===== config.mk =====
export PLATFORM = sky130hd
export DESIGN_NAME = alu_op_issuer_flat
export DESIGN_NICKNAME = d
export VERILOG_FILES = /design/src/rtl/alu_pkg.sv /design/src/rtl/alu_op_issuer_if.sv /design/src/rtl/alu_regfile.sv /design/src/rtl/alu_op_issuer.sv /design/src/flat_wrapper.sv
export SDC_FILE = /design/constraint.sdc
export NUM_CORES = 1
export LEC_CHECK = 0
export CAP_MARGIN = 40
export CORE_UTILIZATION = 50
export DETAILED_ROUTE_END_ITERATION = 7
export PLACE_DENSITY = 0.8
export REMOVE_ABC_BUFFERS = 1
export SLEW_MARGIN = 20
export SYNTH_ARGS = -nofsm -noshare
export SYNTH_HDL_FRONTEND = slang
export SYNTH_SLANG_ARGS = --single-unit
export TNS_END_PERCENT = 50

===== constraint.sdc =====
create_clock -name clk -period 4.2 [get_ports clk]
set_input_delay 0.84 -clock clk [delete_from_list [all_inputs] [get_ports clk]]
set_output_delay 0.84 -clock clk [all_outputs]
set_load 0.05 [all_outputs]

===== src/rtl/alu_pkg.sv =====
// Shared constants and types for the ALU command issuer: ALU selects, instruction
// kinds, instruction field positions and the issuer FSM state encoding.
package alu_pkg;

  localparam int INSTR_W = 16;

  localparam logic [1:0] ALU_ADD = 2'b00;
  localparam logic [1:0] ALU_SUB = 2'b01;
  localparam logic [1:0] ALU_DIV = 2'b10;
  localparam logic [1:0] ALU_AND = 2'b11;

  localparam logic [1:0] KIND_ALU   = 2'b00;
  localparam logic [1:0] KIND_LOADI = 2'b01;
  localparam logic [1:0] KIND_READ  = 2'b10;
  localparam logic [1:0] KIND_RSV   = 2'b11;

  // imm overlaps srcb: LOADI reuses the low byte as its immediate
  localparam int KIND_LSB = 14;
  localparam int SEL_LSB  = 12;
  localparam int DST_LSB  = 10;
  localparam int SRCA_LSB = 8;
  localparam int SRCB_LSB = 6;
  localparam int IMM_LSB  = 0;
  localparam int IMM_W    = 8;

  typedef enum logic [1:0] {
    ST_IDLE  = 2'd0,
    ST_ISSUE = 2'd1,
    ST_CAPT  = 2'd2,
    ST_RESP  = 2'd3
  } state_e;

endpackage


===== src/rtl/alu_op_issuer_if.sv =====
// Instruction and response valid/ready channels of the ALU issuer; the issuer is the
// slave, the instruction source / result consumer is the master.
interface alu_op_issuer_if #(
  parameter int DW = 8
);
  import alu_pkg::*;

  logic               instr_valid;
  logic               instr_ready;
  logic [INSTR_W-1:0] instr_data;
  logic               res_valid;
  logic               res_ready;
  logic [DW-1:0]      res_data;
  logic               res_dz;
  logic               res_err;

  modport master (
    output instr_valid, instr_data, res_ready,
    input  instr_ready, res_valid, res_data, res_dz, res_err
  );

  modport slave (
    input  instr_valid, instr_data, res_ready,
    output instr_ready, res_valid, res_data, res_dz, res_err
  );

endinterface


===== src/rtl/alu_regfile.sv =====
// NREG x DW register file: two asynchronous read ports, one synchronous write port,
// cleared by the asynchronous reset.
module alu_regfile #(
  parameter int DW   = 8,
  parameter int NREG = 4,
  localparam int RAW = $clog2(NREG)
) (
  input  logic           clk,
  input  logic           rst,
  input  logic           we_i,
  input  logic [RAW-1:0] waddr_i,
  input  logic [DW-1:0]  wdata_i,
  input  logic [RAW-1:0] raddr_a_i,
  input  logic [RAW-1:0] raddr_b_i,
  output logic [DW-1:0]  rdata_a_o,
  output logic [DW-1:0]  rdata_b_o
);

  logic [DW-1:0] mem_q [NREG];

  always_ff @(posedge clk or posedge rst) begin
    if (rst) begin
      for (int i = 0; i < NREG; i++) mem_q[i] <= '0;
    end else if (we_i) begin
      mem_q[waddr_i] <= wdata_i;
    end
  end

  assign rdata_a_o = mem_q[raddr_a_i];
  assign rdata_b_o = mem_q[raddr_b_i];

endmodule


===== src/rtl/alu_op_issuer.sv =====
// Command front end for the combinational ALU: accepts one instruction at a time, drives
// the ALU from the register file, writes the result back and returns it as a response.
module alu_op_issuer
  import alu_pkg::*;
#(
  parameter int DW   = 8,
  parameter int NREG = 4
) (
  input  logic          clk,
  input  logic          rst,
  alu_op_issuer_if.slave bus,
  output logic [DW-1:0] alu_a,
  output logic [DW-1:0] alu_b,
  output logic [1:0]    alu_sel,
  input  logic [DW-1:0] alu_result
);

  localparam int RAW = $clog2(NREG);

  state_e             state_q;
  logic [INSTR_W-1:0] instr_q;
  logic               res_valid_q;
  logic [DW-1:0]      res_data_q, res_data_d;
  logic               res_dz_q, res_dz_d;
  logic               res_err_q, res_err_d;

  logic [1:0]     kind, sel;
  logic [RAW-1:0] dst, srca, srcb;
  logic [DW-1:0]  imm, rd_a, rd_b;
  logic           wr_en, alu_active;

  assign kind = instr_q[KIND_LSB +: 2];
  assign sel  = instr_q[SEL_LSB +: 2];
  assign dst  = instr_q[DST_LSB +: RAW];
  assign srca = instr_q[SRCA_LSB +: RAW];
  assign srcb = instr_q[SRCB_LSB +: RAW];
  assign imm  = DW'(instr_q[IMM_LSB +: IMM_W]);

  alu_regfile #(.DW(DW), .NREG(NREG)) u_rf (
    .clk       (clk),
    .rst       (rst),
    .we_i      (wr_en),
    .waddr_i   (dst),
    .wdata_i   (res_data_d),
    .raddr_a_i (srca),
    .raddr_b_i (srcb),
    .rdata_a_o (rd_a),
    .rdata_b_o (rd_b)
  );

  // The register file is only written at the end of CAPT, so the operands stay stable
  // across ISSUE and CAPT even when dst aliases a source.
  assign alu_active = (state_q == ST_ISSUE) || (state_q == ST_CAPT);
  assign alu_a      = alu_active ? rd_a : '0;
  assign alu_b      = alu_active ? rd_b : '0;
  assign alu_sel    = alu_active ? sel  : 2'b00;

  always_comb begin
    res_data_d = '0;
    res_dz_d   = 1'b0;
    res_err_d  = 1'b0;
    wr_en      = 1'b0;
    case (kind)
      KIND_ALU: begin
        wr_en = 1'b1;
        if (sel == ALU_DIV && rd_b == '0) res_dz_d = 1'b1;
        else                              res_data_d = alu_result;
      end
      KIND_LOADI: begin
        wr_en      = 1'b1;
        res_data_d = imm;
      end
      KIND_READ: res_data_d = rd_a;
      default:   res_err_d  = 1'b1;
    endcase
    wr_en = wr_en && (state_q == ST_CAPT);
  end

  always_ff @(posedge clk or posedge rst) begin
    if (rst) begin
      state_q     <= ST_IDLE;
      instr_q     <= '0;
      res_valid_q <= 1'b0;
      res_data_q  <= '0;
      res_dz_q    <= 1'b0;
      res_err_q   <= 1'b0;
    end else begin
      case (state_q)
        ST_IDLE: begin
          if (bus.instr_valid) begin
            instr_q <= bus.instr_data;
            state_q <= ST_ISSUE;
          end
        end
        ST_ISSUE: state_q <= ST_CAPT;
        ST_CAPT: begin
          res_data_q  <= res_data_d;
          res_dz_q    <= res_dz_d;
          res_err_q   <= res_err_d;
          res_valid_q <= 1'b1;
          state_q     <= ST_RESP;
        end
        ST_RESP: begin
          if (bus.res_ready) begin
            res_valid_q <= 1'b0;
            state_q     <= ST_IDLE;
          end
        end
        default: state_q <= ST_IDLE;
      endcase
    end
  end

  assign bus.instr_ready = (state_q == ST_IDLE);
  assign bus.res_valid   = res_valid_q;
  assign bus.res_data    = res_data_q;
  assign bus.res_dz      = res_dz_q;
  assign bus.res_err     = res_err_q;

endmodule

===== src/flat_wrapper.sv =====
// flat-port wrapper written by rule: the top's interface ports become plain ports
module alu_op_issuer_flat import alu_pkg::*;
#(
  parameter int DW   = 8,
  parameter int NREG = 4
)
  (clk, rst, alu_a, alu_b, alu_sel, alu_result, bus_instr_valid, bus_instr_data, bus_res_ready, bus_instr_ready, bus_res_valid, bus_res_data, bus_res_dz, bus_res_err);
  alu_op_issuer_if #(.DW(DW)) bus_i ();
  input  logic clk;
  input  logic rst;
  output logic [DW-1:0] alu_a;
  output logic [DW-1:0] alu_b;
  output logic [1:0] alu_sel;
  input  logic [DW-1:0] alu_result;
  input wire logic [$bits(bus_i.instr_valid)-1:0] bus_instr_valid;
  input wire logic [$bits(bus_i.instr_data)-1:0] bus_instr_data;
  input wire logic [$bits(bus_i.res_ready)-1:0] bus_res_ready;
  output wire logic [$bits(bus_i.instr_ready)-1:0] bus_instr_ready;
  output wire logic [$bits(bus_i.res_valid)-1:0] bus_res_valid;
  output wire logic [$bits(bus_i.res_data)-1:0] bus_res_data;
  output wire logic [$bits(bus_i.res_dz)-1:0] bus_res_dz;
  output wire logic [$bits(bus_i.res_err)-1:0] bus_res_err;
  assign bus_i.instr_valid = bus_instr_valid;
  assign bus_i.instr_data = bus_instr_data;
  assign bus_i.res_ready = bus_res_ready;
  assign bus_instr_ready = bus_i.instr_ready;
  assign bus_res_valid = bus_i.res_valid;
  assign bus_res_data = bus_i.res_data;
  assign bus_res_dz = bus_i.res_dz;
  assign bus_res_err = bus_i.res_err;
  alu_op_issuer #(.DW(DW), .NREG(NREG)) u_core (.clk(clk), .rst(rst), .bus(bus_i), .alu_a(alu_a), .alu_b(alu_b), .alu_sel(alu_sel), .alu_result(alu_result));
endmodule

==> qor.txt, run 1 <==
====================================================================================
Cell count after synthesis                                                       293
Proportion of synthesized flip-flops having asynchronous set or reset           100%
Clock H-tree levels                                                                3
Average wire per standard cell                                               18.2 um
Pre-Repair DR Iteration Count                                                      5
Total overflow reported by the global router                                       0
Number of maximum-capacitance constraint violations                                0
Share of final-layout standard cells stronger than drive strength 1            17.7%
Worst Hold Depth                                                                   1
Hold Startpoint                                                         u_core.bus.res_dz
Global Route Usage Sum                                                         25.0%
Startpoint of the most critical setup path                              u_core.instr_q[6]
Post-CTS Hold Fix Bufs                                                             0
Full die area                                                               6960 um2
Number of synthesis warnings                                                       0
DPL Wire Length                                                              5450 um
Diodes inserted                                                                    0
Vias                                                                            2567
Slowest cell on the critical path                                             mux4_2
IO Port Bufs                                                                      57
Chip Height                                                                  83.4 um
Slew @ Worst Pin                                                             1020 ps
Count of pins on the block boundary                                               58
WP data arrival                                                              2810 ps
Hold/Removal Path Class                                                 flip-flop to flip-flop
Starting density of the core                                                   51.9%
Number of vias per cell after detailed routing                                  5.94
Maximum number of pins on one net before global-route repair                      30
Number of enable-type register cells in the synthesized netlist                    0
Logic depth of the worst register-to-register path                                 4
Unrepaired setup endpoints after global routing                                   no
Final clock period utilization by the worst path                               86.9%
Main flop type after synthesis                                               dfrtp_1
Class of the most critical setup path                                   flip-flop to output port
FMAX                                                                         274 MHz
Relative slew margins                                                          31.8%
Number of DRC markers in iteration 0                                             222
Core utilization of the finished layout                                        65.3%
Synthesis-to-layout area growth                                                25.8%
Startpoint kind of the worst setup timing path                             flip-flop
CTS Buf Count                                                                      9
Total Wirelength                                                             7860 um
Area of the core                                                            6390 um2
Antenna violations before repair                                                   0
Postcts setup bufs                                                                 0
Setup crit end kind                                                      output port
Fraction of post-synthesis cell area in the top cell type by area              46.0%
Critical Path RT                                                             3360 ps
CTS tree                                                                        done
Count of cells resized by post-cts repair                                          0
Cells along the critical path                                           mux4_2 -> and2_1 -> clkdlybuf4s50_1
FF+latch count, synth                                                             61
Setup TNS after final layout                                                    0 ps
Final layout net count                                                           383
Clock-pin slew on the worst setup and hold paths                               60 ps
Root cell of the clock tree                                                 clkbuf_8
Row count                                                                         29
Leading cell types by total area after synthesis                        dfrtp_1 46%, mux4_2 8.8%, o41ai_4 6.6%
Worst path max stage delay                                                    810 ps
Last weighted congestion value of the routability-driven placer                0.835
Largest fanout on the critical path                                               13
Syn Area/Cell                                                               11.3 um2
Shortest clock period the worst path allows after layout                     3650 ps
Worst reg2reg startpoint                                                u_core.instr_q[6]
Post-synthesis instance area                                                3320 um2
Sequential fraction of the synthesis area                                      46.0%
Count of nets left with antenna violations after detail routing                    0
Result of the run                                                       finished clean
Hold Fails Final Rpt                                                               0
Cell type with the largest total area after synthesis                        dfrtp_1
Clock skew after layout                                                      4.22 ps
Clock latency reported for the late side of the worst-skew pair               350 ps
Synth cell types                                                                  34
Max clock buf depth                                                                2
Number of failing setup endpoints in the final timing report                       0
Count of unresolved DRC violations after routing                                   0
Overall die width                                                            83.4 um
Vias in the first global route                                                  2493
Global-route wire length before repair                                      13200 um
Final Max Slew Viols                                                               0
Clock net sink count                                                              61
====================================================================================
-- cells in the mapped netlist (2+ instances only) --
cell      instances
o21ai_0           3
inv_1            14
mux4_2           13
a31oi_1          30
nand2b_1          2
mux2_2           16
a22o_1            8
mux4_1            2
and2_0            2
nor2_1           53
clkbuf_1         13
or2_2             2
nor3b_1           2
or4_1             2
nor2b_1           3
mux2i_1           2
nand2_1           6
and2_1           25
dfrtp_1          61
o41ai_4           8
ha_1              3
a21oi_1          11
-- per-layer routing --
metal / global-route usage [%] / wire, um / up-vias
met5: 0 / 0 / -
met4: 11.9 / 172 / 0
met3: 4.67 / 548 / 16
met2: 37.9 / 3690 / 119
met1: 35.0 / 3450 / 1253
li1: - / - / 1179
-- kinds of logic (layout without fill, tap and decap cells) --
kind of cell | Yosys count | count (layout) | synth area share, %
simple gates | 101 | 101 | 14.8
compound gates | 64 | 64 | 17.7
flops | 61 | 61 | 46.0
mux | 33 | 33 | 16.5
buf+inv | 31 | 93 | 3.89
fa+ha+maj | 3 | 3 | 1.13
-- path summary, 6_finish.rpt --
check	end	slack, ps
max	alu_b[6]	550
min	u_core.bus.res_dz	490
max reg2reg	u_core.u_rf.mem_q[5]	1020
min reg2reg	u_core.bus.res_dz	490
max in group asynchronous	u_core.u_rf.mem_q[6]	2510
min in group asynchronous	u_core.u_rf.mem_q[25]	910
-- cell usage in the layout (no fill, tap or decap), types with 2 or more instances in the layout --
| master | netlist | layout |
|---|---|---|
| dfrtp_1 | 61 | 61 |
| clkdlybuf4s50_1 | 0 | 57 |
| nor2_1 | 53 | 53 |
| a31oi_1 | 30 | 30 |
| and2_1 | 25 | 25 |
| mux2_2 | 16 | 16 |
| inv_1 | 14 | 13 |
| mux4_2 | 13 | 13 |
| clkbuf_8 | 0 | 13 |
| a21oi_1 | 11 | 11 |
| o41ai_4 | 8 | 8 |
| a22o_1 | 8 | 8 |
| buf_4 | 1 | 7 |
| nand2_1 | 6 | 6 |
| nor2b_1 | 3 | 3 |
| o21ai_0 | 3 | 3 |
| ha_1 | 3 | 3 |
| mux4_1 | 2 | 2 |
| or4_1 | 2 | 2 |
| mux2i_1 | 2 | 2 |
| nor3b_1 | 2 | 2 |
| or2_2 | 2 | 2 |
| and2_0 | 2 | 2 |
| nand2b_1 | 2 | 2 |
-- critical path: cells and delay by family, from the launching register on --
kind | cells | cell delay, ps
buffers and inverters | 1 | 690
flip-flops | 1 | 710
multiplexers | 1 | 810
AND/OR/NAND/NOR | 1 | 250
-- area by class of cell --
type                       count  area [um2]
fill                         499        2220
multi-input combinational    201        1660
sequential                    61        1530
timing repair buffer          65         651
clock buffer                  13         179
tap                           77        96.3
inverter                      14        52.6
clock inverter                 1        5.00
-- registers in the layout (all words and copies together), names as in the netlist --
register,cells
u_core.instr_q,16
u_core.bus.res_dz,1
u_core.bus.res_data,8
u_core.bus.res_valid,1
u_core.bus.res_err,1
u_core.u_rf.mem_q,32
u_core.state_q,2
-- through the flow --
stage | setup WS (ps) | cell area (um2) | instances | hold slack (ps)
floorplan | 1330 | 3240 | 276 | 480
global placement | 934 | 3920 | 412 | 479
detailed placement | 906 | 3960 | 415 | 483
CTS | 531 | 4150 | 429 | 500
global route | 429 | 4170 | 432 | 519
finish | 551 | 4170 | 432 | 493
Power of run 1 is left out: the tool's default activity adds up to more than one toggle a clock period on the data nets, which glitch-free logic cannot reach.
==> run 2: changes to the inputs <==
- SKIP_LAST_GASP: unset -> 1
==> results of run 2 <==
The final DEF is identical to that of run 1; final timing and power are the same.
Power of run 2 is left out for the same reason.
==> run 3: changes to the inputs <==
- CORE_UTILIZATION: 50 -> 57
- PLACE_DENSITY: 0.8 -> 0.89
- SLEW_MARGIN: 20 -> 5
==> run 3 against run 2 <==
Wire length down 0.88%. Flip-flop and latch count is the same. Worst hold slack better by 27 ps. Non-clock buffer count shrank 3. Critical path type unchanged. Largest cell class unchanged. Register-to-register slack improved by 150 ps.
==> qor.txt, run 3 (same netlist as run 1, synthesis figures left out) <==
==================================================================================
Global Route Usage Sum                                                       28.6%   +3.7 points
Average wire per standard cell                                             18.3 um   +0.75%
FMAX                                                                       289 MHz   +5.6%
Critical path buffers and inverters                                              1   unchanged
Post-placement cell area                                                  3940 um2   -0.66%
Result of the run                                                     finished clean
Gate family responsible for the most delay along the worst path       multiplexers
Share of final-layout standard cells stronger than drive strength 1          16.4%   -1.3 points
Most used cells in the layout excluding fill and tap cells            61 x dfrtp_1, 57 x clkdlybuf4s50_1, 53 x nor2_1
Clock H-tree levels                                                              3   unchanged
Count of pins on the block boundary                                             58   unchanged
Last weighted congestion value of the routability-driven placer              0.840   +0.60%
Number of flip-flops under the largest register name                            32   unchanged
Clock-pin slew on the worst setup and hold paths                             60 ps   about the same
Critical Path RT                                                           3360 ps   about the same
Count of cells resized by post-cts repair                                        0   unchanged
Slowest cell on the critical path                                           mux4_2
Startpoint kind of the worst setup timing path                           flip-flop
Unrepaired setup endpoints after global routing                                 no
Full die area                                                             6130 um2   -12%
Clock skew after layout                                                    6.49 ps   +2.28 ps
CTS tree                                                                      done
Max clock buf depth                                                              2   unchanged
Starting density of the core                                                 59.8%   +7.9 points
Synthesis-to-layout area growth                                              23.5%
Final clock period utilization by the worst path                             82.3%   -4.6 points
IO Port Bufs                                                                    57   unchanged
Most common library cell in the layout ignoring fill and taps              dfrtp_1
Setup crit end kind                                                    output port
Final Max Slew Viols                                                             0   unchanged
Pre-Repair DR Iteration Count                                                    4   -1
Number of DRC markers in iteration 0                                           260   +17%
Chip Height                                                                78.3 um   -6.2%
Maximum number of pins on one net before global-route repair                    35   +17%
Number of vias per cell after detailed routing                                6.03   +1.5%
Final layout net count                                                         380   -0.78%
Setup TNS after final layout                                                  0 ps   unchanged
Antenna violations before repair                                                 0   unchanged
DPL Wire Length                                                            5370 um   -1.6%
Shortest clock period the worst path allows after layout                   3460 ps   -194 ps
Count of nets left with antenna violations after detail routing                  0   unchanged
Layout Cell Area excl Fill                                                4100 um2   -1.8%
Global-route wire length before repair                                    12900 um   -2.3%
Diodes inserted                                                                  0   unchanged
WP data arrival                                                            2620 ps   -190 ps
Relative slew margins                                                        33.2%   +1.4 points
Overall die width                                                          78.3 um   -6.2%
Hold Fails Final Rpt                                                             0   unchanged
Postcts setup bufs                                                               0   unchanged
Row count                                                                       27   -6.9%
Clock net sink count                                                            61   unchanged
Area of the core                                                          5540 um2   -13%
CTS Buf Count                                                                    9   unchanged
Vias                                                                          2564   -0.12%
Post-CTS Hold Fix Bufs                                                           0   unchanged
Number of failing setup endpoints in the final timing report                     0   unchanged
Total overflow reported by the global router                                     0   unchanged
Worst path max stage delay                                                  770 ps   -40 ps
Class of the most critical setup path                                 flip-flop to output port
Hold/Removal Path Class                                               flip-flop to flip-flop
Largest fanout on the critical path                                             10   -3
Root cell of the clock tree                                               clkbuf_8
Slew @ Worst Pin                                                           1000 ps   -20.3 ps
Number of maximum-capacitance constraint violations                              0   unchanged
Cells along the critical path                                         mux4_2 -> and2_1 -> clkdlybuf4s50_1
Clock latency reported for the late side of the worst-skew pair             340 ps   about the same
Total Wirelength                                                           7790 um   -0.88%
Count of unresolved DRC violations after routing                                 0   unchanged
Largest Register                                                      u_core.u_rf.mem_q
Vias in the first global route                                                2602   +4.4%
==================================================================================
[run 3: cell count changes in the layout (fill, tap and decap cells not counted), sizes merged]
cell    previous run  this run
clkinv             1         2
buf                8         5
[run 3: per-layer routing]
layer / up-vias / part of all wire (%) / wire, um / global-route usage, %
met4: 0 / 2.5 / 192 / 14.4
met2: 100 / 50 / 3890 / 47.2
met3: 16 / 6.8 / 533 / 6.63
li1: 1171 / - / - / -
met1: 1277 / 41 / 3180 / 35.4
met5: - / 0 / 0 / 0
[run 3: worst reg2reg max path, cell delays in order (launching register included)]
cell and delay, ps:
dfrtp_1 550, mux4_1 630, or4_1 900, o41ai_4 630, a31oi_1 160
[run 3: metrics by stage]
step	cells	hold slack (ps)	util [%]	setup WS, ps
after floorplan	276	480	-	1330
after detailed placement	410	497	71.1	1100
after global routing	425	533	73.9	683
after global placement	408	491	70.8	1120
final	425	520	73.9	745
after CTS	425	519	73.9	722
[run 3: layout make-up]
| cell class | count | area (um2) |
|---|---|---|
| Timing Repair Buffer | 62 | 608 |
| Clock inverter | 2 | 10.0 |
| Inverter | 14 | 52.6 |
| Tap cell | 72 | 90.1 |
| Sequential cell | 61 | 1530 |
| Fill cell | 377 | 1440 |
| Clock buffer | 13 | 149 |
| Multi-Input combinational cell | 201 | 1660 |
[run 3: final timing paths]
kind                              startpoint                     end  slack (ps)  depth (start not counted)
setup / recovery           u_core.instr_q[6]                alu_b[6]         740                          3
hold / removal             u_core.instr_q[1]       u_core.instr_q[1]         520                          1
setup reg to reg           u_core.instr_q[6]   u_core.u_rf.mem_q[10]        1170                          4
hold reg to reg            u_core.instr_q[1]       u_core.instr_q[1]         520                          1
max in group asynchronous                rst   u_core.u_rf.mem_q[24]        2450                          3
min in group asynchronous                rst  u_core.bus.res_data[5]         890                          2
Power of run 3 is left out for the same reason.
